==> config.mk <==
export PLATFORM = sky130hd
export DESIGN_NAME = ddr2idx_loader_flat
export DESIGN_NICKNAME = d
export VERILOG_FILES = /design/src/rtl/ddr2idx_loader_if.sv /design/src/rtl/ddr2idx_loader.sv /design/src/flat_wrapper.sv
export SDC_FILE = /design/constraint.sdc
export NUM_CORES = 2
export LEC_CHECK = 0
export ABC_AREA = 1
export BUFFER_PORTS_ARGS = -buffer_cell sky130_fd_sc_hd__clkbuf_2
export CAP_MARGIN = 5
export CORE_AREA = 5 5 247 249
export DETAILED_ROUTE_END_ITERATION = 7
export DIE_AREA = 0 0 252 254
export PLACE_DENSITY = 0.77
export SYNTH_ARGS = -nofsm -noshare
export SYNTH_HDL_FRONTEND = slang
export SYNTH_SLANG_ARGS = --single-unit
export TNS_END_PERCENT = 30
==> constraint.sdc <==
create_clock -name clk -period 2.5 [get_ports clk]
set_input_delay 0.5 -clock clk [delete_from_list [all_inputs] [get_ports clk]]
set_output_delay 0.5 -clock clk [all_outputs]
set_load 0.01 [all_outputs]
==> src/rtl/ddr2idx_loader_if.sv <==
// ddr2idx_loader_if: DDR read stream and PE index-buffer write bus of the loader
interface ddr2idx_loader_if #(
    parameter int DDR_W  = 512,
    parameter int IDX_W  = 16,
    parameter int ADDR_W = 8,
    parameter int PE_NUM = 32
);
    logic [DDR_W-1:0]   ddr_data;
    logic               ddr_valid;
    logic               ddr_ready;
    logic [2*IDX_W-1:0] idx_wr_data;
    logic [ADDR_W-1:0]  idx_wr_addr;
    logic [PE_NUM-1:0]  idx_wr_en;
    modport master (output ddr_data, ddr_valid, input ddr_ready, idx_wr_data, idx_wr_addr, idx_wr_en);
    modport slave (input ddr_data, ddr_valid, output ddr_ready, idx_wr_data, idx_wr_addr, idx_wr_en);
endinterface

==> src/rtl/ddr2idx_loader.sv <==
// ddr2idx_loader: unpacks DDR words into index pairs for the PE index buffers; DDR2IDX_RR_EN adds round-robin PE distribution
module ddr2idx_loader #(
    parameter int DDR_W     = 512,
    parameter int IDX_W     = 16,
    parameter int IDX_DEPTH = 256,
    parameter int ADDR_W    = $clog2(IDX_DEPTH),
    parameter int PE_NUM    = 32
) (
    input  logic              clk,
    input  logic              rst,
    input  logic              start,
    output logic              done,
    input  logic [3:0]        conf_mode,
    input  logic [ADDR_W:0]   conf_idx_num,
    input  logic [ADDR_W-1:0] conf_base_addr,
    input  logic [PE_NUM-1:0] conf_mask,
    ddr2idx_loader_if.slave   bus
);
    localparam int PAIR_W    = 2 * IDX_W;
    localparam int IDX_BATCH = DDR_W / PAIR_W;
    localparam int LANE_W    = IDX_BATCH > 1 ? $clog2(IDX_BATCH) : 1;
`ifdef DDR2IDX_RR_EN
    localparam int PE_W      = $clog2(PE_NUM);
`endif
    localparam logic [1:0] IDLE = 2'd0, FETCH = 2'd1, UNPACK = 2'd2, DONE = 2'd3;

    logic [1:0]                       state_q, state_d;
    logic [LANE_W-1:0]                lane_q, lane_d;
    logic [ADDR_W:0]                  cnt_q, cnt_d;
    logic [IDX_BATCH-1:0][PAIR_W-1:0] word_q, word_d;
    logic                             swap_q, swap_d;
    logic [ADDR_W:0]                  num_q, num_d;
    logic [ADDR_W-1:0]                base_q, base_d;
    logic [PE_NUM-1:0]                mask_q, mask_d;
    logic                             done_q, done_d;
    logic [PAIR_W-1:0]                data_q, data_d;
    logic [ADDR_W-1:0]                addr_q, addr_d;
    logic [PE_NUM-1:0]                en_q, en_d;
`ifdef DDR2IDX_RR_EN
    logic                             rr_q, rr_d;
`endif
    logic                             last, lane_end, hs, unused_mode;
    logic [PAIR_W-1:0]                pair;

    assign unused_mode   = ^{conf_mode[3], conf_mode[0]};
    assign last          = cnt_q == num_q - 1'b1;
    assign lane_end      = lane_q == LANE_W'(IDX_BATCH - 1);
    assign bus.ddr_ready = state_q == FETCH || (state_q == UNPACK && lane_end && !last);
    assign hs            = bus.ddr_ready && bus.ddr_valid;
    assign pair          = swap_q ? {word_q[lane_q][IDX_W-1:0], word_q[lane_q][PAIR_W-1:IDX_W]} : word_q[lane_q];
    assign done            = done_q;
    assign bus.idx_wr_data = data_q;
    assign bus.idx_wr_addr = addr_q;
    assign bus.idx_wr_en   = en_q;

    // transfer sequencing: latch config on start, fetch words, walk lanes until the pair count is reached
    always_comb begin
        state_d = state_q;
        lane_d  = lane_q;
        cnt_d   = cnt_q;
        word_d  = word_q;
        swap_d  = swap_q;
        num_d   = num_q;
        base_d  = base_q;
        mask_d  = mask_q;
`ifdef DDR2IDX_RR_EN
        rr_d    = rr_q;
`endif
        case (state_q)
            IDLE: if (start) begin
                state_d = conf_idx_num == '0 ? DONE : FETCH;
                cnt_d   = '0;
                swap_d  = conf_mode[2:1] == 2'b01;
                num_d   = conf_idx_num;
                base_d  = conf_base_addr;
                mask_d  = conf_mask;
`ifdef DDR2IDX_RR_EN
                rr_d    = conf_mode[3];
`endif
            end
            FETCH: if (hs) begin
                state_d = UNPACK;
                word_d  = bus.ddr_data;
                lane_d  = '0;
            end
            UNPACK: begin
                cnt_d   = cnt_q + 1'b1;
                lane_d  = hs ? '0 : lane_q + 1'b1;
                word_d  = hs ? bus.ddr_data : word_q;
                state_d = last ? DONE : (lane_end && !hs) ? FETCH : UNPACK;
            end
            default: state_d = IDLE;
        endcase
    end

    // registered write port and done pulse; every UNPACK cycle is a write slot
    always_comb begin
        done_d = state_q == DONE;
        data_d = '0;
        addr_d = '0;
        en_d   = '0;
        if (state_q == UNPACK) begin
            data_d = pair;
`ifdef DDR2IDX_RR_EN
            en_d   = rr_q ? mask_q & (PE_NUM'(1) << (cnt_q & (ADDR_W+1)'(PE_NUM - 1))) : mask_q;
            addr_d = base_q + (rr_q ? ADDR_W'(cnt_q >> PE_W) : cnt_q[ADDR_W-1:0]);
`else
            en_d   = mask_q;
            addr_d = base_q + cnt_q[ADDR_W-1:0];
`endif
        end
    end

    // state and output registers
    always_ff @(posedge clk) begin
        if (rst) begin
            state_q <= IDLE;
            lane_q  <= '0;
            cnt_q   <= '0;
            word_q  <= '0;
            swap_q  <= 1'b0;
            num_q   <= '0;
            base_q  <= '0;
            mask_q  <= '0;
            done_q  <= 1'b0;
            data_q  <= '0;
            addr_q  <= '0;
            en_q    <= '0;
`ifdef DDR2IDX_RR_EN
            rr_q    <= 1'b0;
`endif
        end else begin
            state_q <= state_d;
            lane_q  <= lane_d;
            cnt_q   <= cnt_d;
            word_q  <= word_d;
            swap_q  <= swap_d;
            num_q   <= num_d;
            base_q  <= base_d;
            mask_q  <= mask_d;
            done_q  <= done_d;
            data_q  <= data_d;
            addr_q  <= addr_d;
            en_q    <= en_d;
`ifdef DDR2IDX_RR_EN
            rr_q    <= rr_d;
`endif
        end
    end
endmodule
==> src/flat_wrapper.sv <==
// flat-port wrapper written by rule: the top's interface ports become plain ports
module ddr2idx_loader_flat 
#(
    parameter int DDR_W     = 512,
    parameter int IDX_W     = 16,
    parameter int IDX_DEPTH = 256,
    parameter int ADDR_W    = $clog2(IDX_DEPTH),
    parameter int PE_NUM    = 32
)
  (clk, rst, start, done, conf_mode, conf_idx_num, conf_base_addr, conf_mask, bus_ddr_data, bus_ddr_valid, bus_ddr_ready, bus_idx_wr_data, bus_idx_wr_addr, bus_idx_wr_en);
  ddr2idx_loader_if #(.DDR_W(DDR_W), .IDX_W(IDX_W), .ADDR_W(ADDR_W), .PE_NUM(PE_NUM)) bus_i ();
  input  logic clk;
  input  logic rst;
  input  logic start;
  output logic done;
  input  logic [3:0] conf_mode;
  input  logic [ADDR_W:0] conf_idx_num;
  input  logic [ADDR_W-1:0] conf_base_addr;
  input  logic [PE_NUM-1:0] conf_mask;
  input wire logic [$bits(bus_i.ddr_data)-1:0] bus_ddr_data;
  input wire logic [$bits(bus_i.ddr_valid)-1:0] bus_ddr_valid;
  output wire logic [$bits(bus_i.ddr_ready)-1:0] bus_ddr_ready;
  output wire logic [$bits(bus_i.idx_wr_data)-1:0] bus_idx_wr_data;
  output wire logic [$bits(bus_i.idx_wr_addr)-1:0] bus_idx_wr_addr;
  output wire logic [$bits(bus_i.idx_wr_en)-1:0] bus_idx_wr_en;
  assign bus_i.ddr_data = bus_ddr_data;
  assign bus_i.ddr_valid = bus_ddr_valid;
  assign bus_ddr_ready = bus_i.ddr_ready;
  assign bus_idx_wr_data = bus_i.idx_wr_data;
  assign bus_idx_wr_addr = bus_i.idx_wr_addr;
  assign bus_idx_wr_en = bus_i.idx_wr_en;
  ddr2idx_loader #(.DDR_W(DDR_W), .IDX_W(IDX_W), .IDX_DEPTH(IDX_DEPTH), .ADDR_W(ADDR_W), .PE_NUM(PE_NUM)) u_core (.clk(clk), .rst(rst), .start(start), .done(done), .conf_mode(conf_mode), .conf_idx_num(conf_idx_num), .conf_base_addr(conf_base_addr), .conf_mask(conf_mask), .bus(bus_i));
endmodule
; ---- Word level (Yosys, flattened, before mapping)
; Cells that the tools add are included.
[totals]
register_bits = 650
out_inout_bits = 74
elab_cells = 73
input_bits = 569
[classes]
addsub = 4
bitwise = 1
eq_ne = 8
n_lt_le_gt_ge = 1
n_reduce_logical = 18
mux = 14
[ops]
columns = cell, count
row1 = binary-select mux 32 bit (select 4 bit), 1
row2 = 2-to-1 mux 32 bit, 2
row3 = one-hot mux 9 bit (2 select lines), 1
row4 = 2-to-1 mux 2 bit, 5
row5 = AND reduction 2 bit, 5
row6 = adder 9 x 1 -> 9 bit (second input constant), 1
row7 = == test 9 bit, 1
row8 = zero test 9 bit, 1
row9 = 2-to-1 mux 9 bit, 1
row10 = subtractor 9 x 1 -> 9 bit (second input constant), 1
row11 = adder 8 bit, 1
row12 = 2-to-1 mux 4 bit, 2
row13 = one-hot mux 4 bit (2 select lines), 1
row14 = one-hot mux 2 bit (3 select lines), 1
row15 = < comparator 4 x 5 -> 1 bit (second input constant), 1
row16 = adder 4 x 1 -> 4 bit (second input constant), 1
row17 = == test 2 x 1 -> 1 bit (second input constant), 2
row18 = == test 2 bit (second input constant), 2
row19 = == test 4 bit (second input constant), 1
row20 = logical AND 1 bit, 4
row21 = nonzero test 2 bit, 2
row22 = OR reduction 2 bit, 2
row23 = zero test 1 bit, 2
row24 = zero test 2 bit, 1
row25 = 4 further kinds, 4

; ---- Depth between registers and ports, before layout
[depth]
depth_word = 11
mapped_depth = 20
mapped_depth_nobuf = 18

; ---- Worst setup path before layout
; No wires, ideal clock.
[synth_timing]
kind = flip-flop to flip-flop
from = reg u_core.num_q[0]
to = reg u_core.word_q[459] in the netlist's numbering
t_required_ns = 2.381
stages_incl_launch_ff = 19
slack_ns = 0.322
setup_ns = 0.119
path_buffers = 3
t_arrival_ns = 2.059
synth_period_minus_slack_ns = 2.178
cell_sequence = dfxtp_1 inv_2 ha_1 inv_1 nand2_1 nand2_1 nor2_1 nand3_1 nor2_1 nand4_1 nand2_1 nand2_2 nand2_4 inv_4 nand2_2 buf_6 buf_2 buf_2 a21oi_1
[synth_between]
elab_chain_cells = 7
[synth_lines]
columns = element, line_no
row1 = "start, declared", ddr2idx_loader.sv:32  ; logic [ADDR_W:0] num_q, num_d;
row2 = "start signal, assigned", ddr2idx_loader.sv:138  ; num_q <= num_d;
row3 = subtractor 9 x 1 -> 9 bit, ddr2idx_loader.sv:46  ; assign last = cnt_q == num_q - 1'b1;
row4 = == test 9 bit, ddr2idx_loader.sv:46
row5 = zero test 1 bit, ddr2idx_loader.sv:48  ; assign bus.ddr_ready = state_q == FETCH || (state_q == UNPACK && lane_end && !last);
row6 = logical AND 1 bit, ddr2idx_loader.sv:48
row7 = logical OR 1 bit, ddr2idx_loader.sv:48
row8 = named net bus_ddr_ready, flat_wrapper.sv:22  ; output wire logic [$bits(bus_i.ddr_ready)-1:0] bus_ddr_ready;
row9 = logical AND 1 bit, ddr2idx_loader.sv:49  ; assign hs = bus.ddr_ready && bus.ddr_valid;
row10 = AND reduction 2 bit (no source line), --
row11 = "end signal, assigned", ddr2idx_loader.sv:136  ; word_q <= word_d;
row12 = "end, declared", ddr2idx_loader.sv:30  ; logic [IDX_BATCH-1:0][PAIR_W-1:0] word_q, word_d;
; The timed path passes the listed nets, and every way through them passes these cells.
; A chain may end at the register's enable or synchronous reset.

; ---- Worst setup path in the final report
[layout_timing]
from = reg u_core.num_q[0]
to = out bus_ddr_ready
[layout_between]
elab_chain_cells = 5
[layout_lines]
columns = element, line_no
row1 = subtractor 9 x 1 -> 9 bit, ddr2idx_loader.sv:46
row2 = == test 9 bit, ddr2idx_loader.sv:46
row3 = zero test 1 bit, ddr2idx_loader.sv:48
row4 = logical AND 1 bit, ddr2idx_loader.sv:48
row5 = logical OR 1 bit, ddr2idx_loader.sv:48
row6 = "end, declared", flat_wrapper.sv:22
; Every way passes these cells.

==> results.sh <==
export IMPL_wl_met3_um=10800
export IMPL_drt_iter0_markers=4000
export IMPL_routed_wl_um=116000
export IMPL_portBuffers=640
export IMPL_r2r_start="u_core.num_q[0]"
export IMPL_die_width_um=252
export IMPL_seq_power_share_pct=36.6
export IMPL_relSlewSlack_pct=30.0
export IMPL_clk_pin_slew_ps=60
export IMPL_vias=30100
export IMPL_synth_avg_cell_area_um2=7.33
export IMPL_crit_required_ps=2000
export IMPL_path_cells="inv_2 > ha_4 > inv_2 > nand2_2 > nand2_2 > nor2_2 > nand3_1 > nor2_1 > nand4_1 > nand2_1 > nand2_2 > buf_6 > buf_8"
export IMPL_synth_top_area_cell="dfxtp_1"
export IMPL_drc=0
export IMPL_synth_edf_count=0
export IMPL_power_density_mw_per_mm2=875
export IMPL_cp_slowest_cell="dfxtp_2"
export IMPL_rsz0062_at_grt="yes"
export IMPL_drive_gt1_share_pct=25.5
export IMPL_yosys_area_share_adder_pct=0.706
export IMPL_m1WireLength_um=44300
export IMPL_ctsHoldBuffers=0
export IMPL_htree_levels=3
export IMPL_syn_inst=3774
export IMPL_yosys_area_share_xor_xnor_pct=0.158
export IMPL_violations="negative setup slack"
export IMPL_worst_path_buf_inv=4
export IMPL_crit_path_max_incr_delay_ps=340
export IMPL_hold_path_class="input port to flop"
export IMPL_core_area_mm2=0.0585
export IMPL_clk_latency_ps=600
export IMPL_status="complete, but fails checks"
export IMPL_period_needed_ps=2720
export IMPL_clockBufferDepth=3
export IMPL_clockPowerShare_pct=31.6
export IMPL_grt_pass1_vias=26700
export IMPL_fmax_mhz=367
export IMPL_worst_pin_slew_ps=1050
export IMPL_intPower_mw=20.9
export IMPL_ys_flop_type="dfxtp_1"
export IMPL_worst_setup_path_end_kind="output port"
export IMPL_r2r_cells=21
export IMPL_area_growth_synth_to_final_pct=32.7
export IMPL_fin_crit_sh_pct=109
export IMPL_io_pins=643
export IMPL_ys_ff_latch=650
export IMPL_fin_util_pct=62.8
export IMPL_leakagePower_nw=14.2
export IMPL_syn_num_nets=4358
export IMPL_gp_congestion=0.924
export IMPL_top_layer="met5"
export IMPL_cts_tree="built"
export IMPL_critical_path_depth=13
export IMPL_critical_path_class="flop to output port"
export IMPL_worstSetupStartpointType="flop"
export IMPL_stdcell_area_mm2=0.0367
export IMPL_cts_buffers=70
export IMPL_die_y_um=254
export IMPL_p_sw_mw=11.2
export IMPL_synth_most_common_cell="a21oi_1"
export IMPL_dp_hpwl_um=75600
export IMPL_endpoint="bus_ddr_ready"
export IMPL_ys_warn_count=0
export IMPL_ant_nets=0
export IMPL_synthMuxAreaShare_pct=0
export IMPL_mappedNetlistArea_mm2=0.0277
export IMPL_grt_max_degree=139
export IMPL_grtUsageTotal_pct=31.4
export IMPL_synth_simple_area_share_pct=15.9
export IMPL_critPathArrivalTime_ps=2220
export IMPL_r2r_slack_ps=-200
export IMPL_synth_common_cells="a21oi_1, dfxtp_1, o21ai_0, nand3_1, nand2_1"
export IMPL_cts_sinks=650
export IMPL_yosys_cell_types_count=34
export IMPL_cts_root_buf="clkbuf_16"
export IMPL_gr_total_overflow=0
export IMPL_finalMaxSlewViolations=0
export IMPL_antenna_found_initial=5
export IMPL_wl_met2_um=53800
export IMPL_first_pass_iters=8
export IMPL_placed_cell_area_mm2=0.0318
export IMPL_critPathMaxFanout=2
export IMPL_avgViaCountPerCell=5.79
export IMPL_synth_top_family_by_area="compound AO/OA/AOI/OAI gates"
export IMPL_layout_nets=4960
export IMPL_seq_area_frac_synth_pct=47.0
export IMPL_wire_per_inst_um=22.4
export IMPL_async_reset_ff_share_pct=0
export IMPL_switching_share_pct=34.8
export IMPL_setup_ws_ps=-224
export IMPL_setup_violations=417
export IMPL_dieArea_mm2=0.0640
export IMPL_finalHoldViolations=0
export IMPL_cp_startpoint="u_core.num_q[0]"
export IMPL_ys_top_cells_by_area="dfxtp_1, a21oi_1, o21ai_0"
export IMPL_holdWs_ps=146
export IMPL_fin_skew_ps=28.4
export IMPL_synth_top_area_share_pct=47.0
export IMPL_initial_core_util_pct=47.3
export IMPL_vdd_drop_max_uv=877
export IMPL_grt_pass1_wl_um=157000
export IMPL_cpLargestDelayFamily="simple AND/OR/NAND/NOR gates"
export IMPL_synth_compound_area_share_pct=25.9
export IMPL_cp_common_cell="nand2_2"
export IMPL_r2r_end="u_core.word_q[459]"
export IMPL_num_rows=89
export IMPL_drv_cap=0
export IMPL_comb_power_share_pct=31.7
cells by family after synthesis:
kind of cell	count (synthesis)
xor+xnor	5
compound gates	1430
simple gates	1000
flops	650
fa+ha+maj	15
buf+inv	674
layer usage:
layer,up-vias,global-route usage [%]
met2,1851,51.0
li1,13900,-
met5,-,0
met1,13900,41.2
met3,402,4.77
met4,6,15.5
how the worst min path moves through the flow:
stage / start / endpoint / slack [ps] / cells after the start
final: bus_ddr_data[31] / u_core.word_q[31] / 150 / 3
after global routing: start / u_core.num_q[7] / 130 / 2
after CTS: start / u_core.num_q[7] / 110 / 2
after detailed placement: u_core.mask_q[25] / u_core.bus.idx_wr_en[25] / 430 / 2
after global placement: u_core.mask_q[19] / u_core.bus.idx_wr_en[19] / 420 / 2
after floorplan: u_core.mask_q[0] / u_core.bus.idx_wr_en[0] / 420 / 2
worst register-to-register path: cells and delay by family, from the launching register on:
kind	cells	cell delay, ps
buffers and inverters	8	880
and+or+nand+nor	10	900
AOI/OAI and AO/OA	2	250
DFF	1	340
adders and majority gates	1	260
area by class of cell:
| cell class | count | area, um^2 |
|---|---|---|
| Sequential cell | 650 | 13000 |
| Timing Repair Buffer | 866 | 6840 |
| Antenna cell | 2 | 5.00 |
| Inverter | 338 | 1300 |
| Fill cell | 4964 | 21800 |
| Tap cell | 773 | 967 |
| Clock buffer | 99 | 2050 |
| Clock inverter | 21 | 166 |
| Multi-Input combinational cell | 2450 | 12300 |
registers in the layout, summed over array words and instances (netlist names), 2 cells and up:
signal and count:
u_core.mask_q 32, u_core.cnt_q 9, u_core.bus.idx_wr_addr 8, u_core.base_q 8, u_core.bus.idx_wr_data 32, u_core.word_q 512
u_core.bus.idx_wr_en 32, u_core.state_q 2, u_core.num_q 9, u_core.lane_q 4
power by group through the flow:
stage | clock, mW | combinational [mW] | sequential [mW]
4_1_cts | 10.2 | 8.62 | 11.7
3_3_place_gp | 0 | 8.07 | 11.9
5_1_grt | 10.6 | 10.9 | 11.8
3_5_place_dp | 0 | 8.18 | 11.9
2_1_floorplan | 0 | 5.14 | 11.9
6_report | 10.2 | 10.2 | 11.8
timing repair:
action / in CTS / in global routing
setup buffers: 9 / 23
setup endpoints to repair: 119 / 512
gates cloned: 10 / 54
pin swaps: 5 / 34
gates resized for setup: 86 / 238
placed cells by master, fill, tap and decap left out, drive strengths merged, types with 2 or more instances in the layout:
master / netlist / final
inv: 336 / 340
o21a: 2 / 2
nor3: 7 / 7
nand2: 432 / 432
diode: 0 / 2
a21oi: 859 / 859
nand3: 465 / 465
clkinv: 2 / 17
xor2: 4 / 4
clkbuf: 216 / 781
nor4: 3 / 3
o21ai: 566 / 566
dfxtp: 650 / 650
nor3b: 5 / 5
buf: 120 / 184
nor2: 85 / 85
ha: 14 / 14
through the flow:
stage | instances | power (mW) | TNS [ps] | worst slack (ps)
2_1_floorplan | 3774 | 17.0 | 0 | 322
3_3_place_gp | 4983 | 20.0 | 0 | 22.6
3_5_place_dp | 4983 | 20.1 | -117 | -43.7
4_1_cts | 5122 | 30.6 | -7930 | -244
5_1_grt | 5199 | 33.3 | -118530 | -396
6_report | 5199 | 32.1 | -28580 | -224
(Power assumes the default switching activity.)
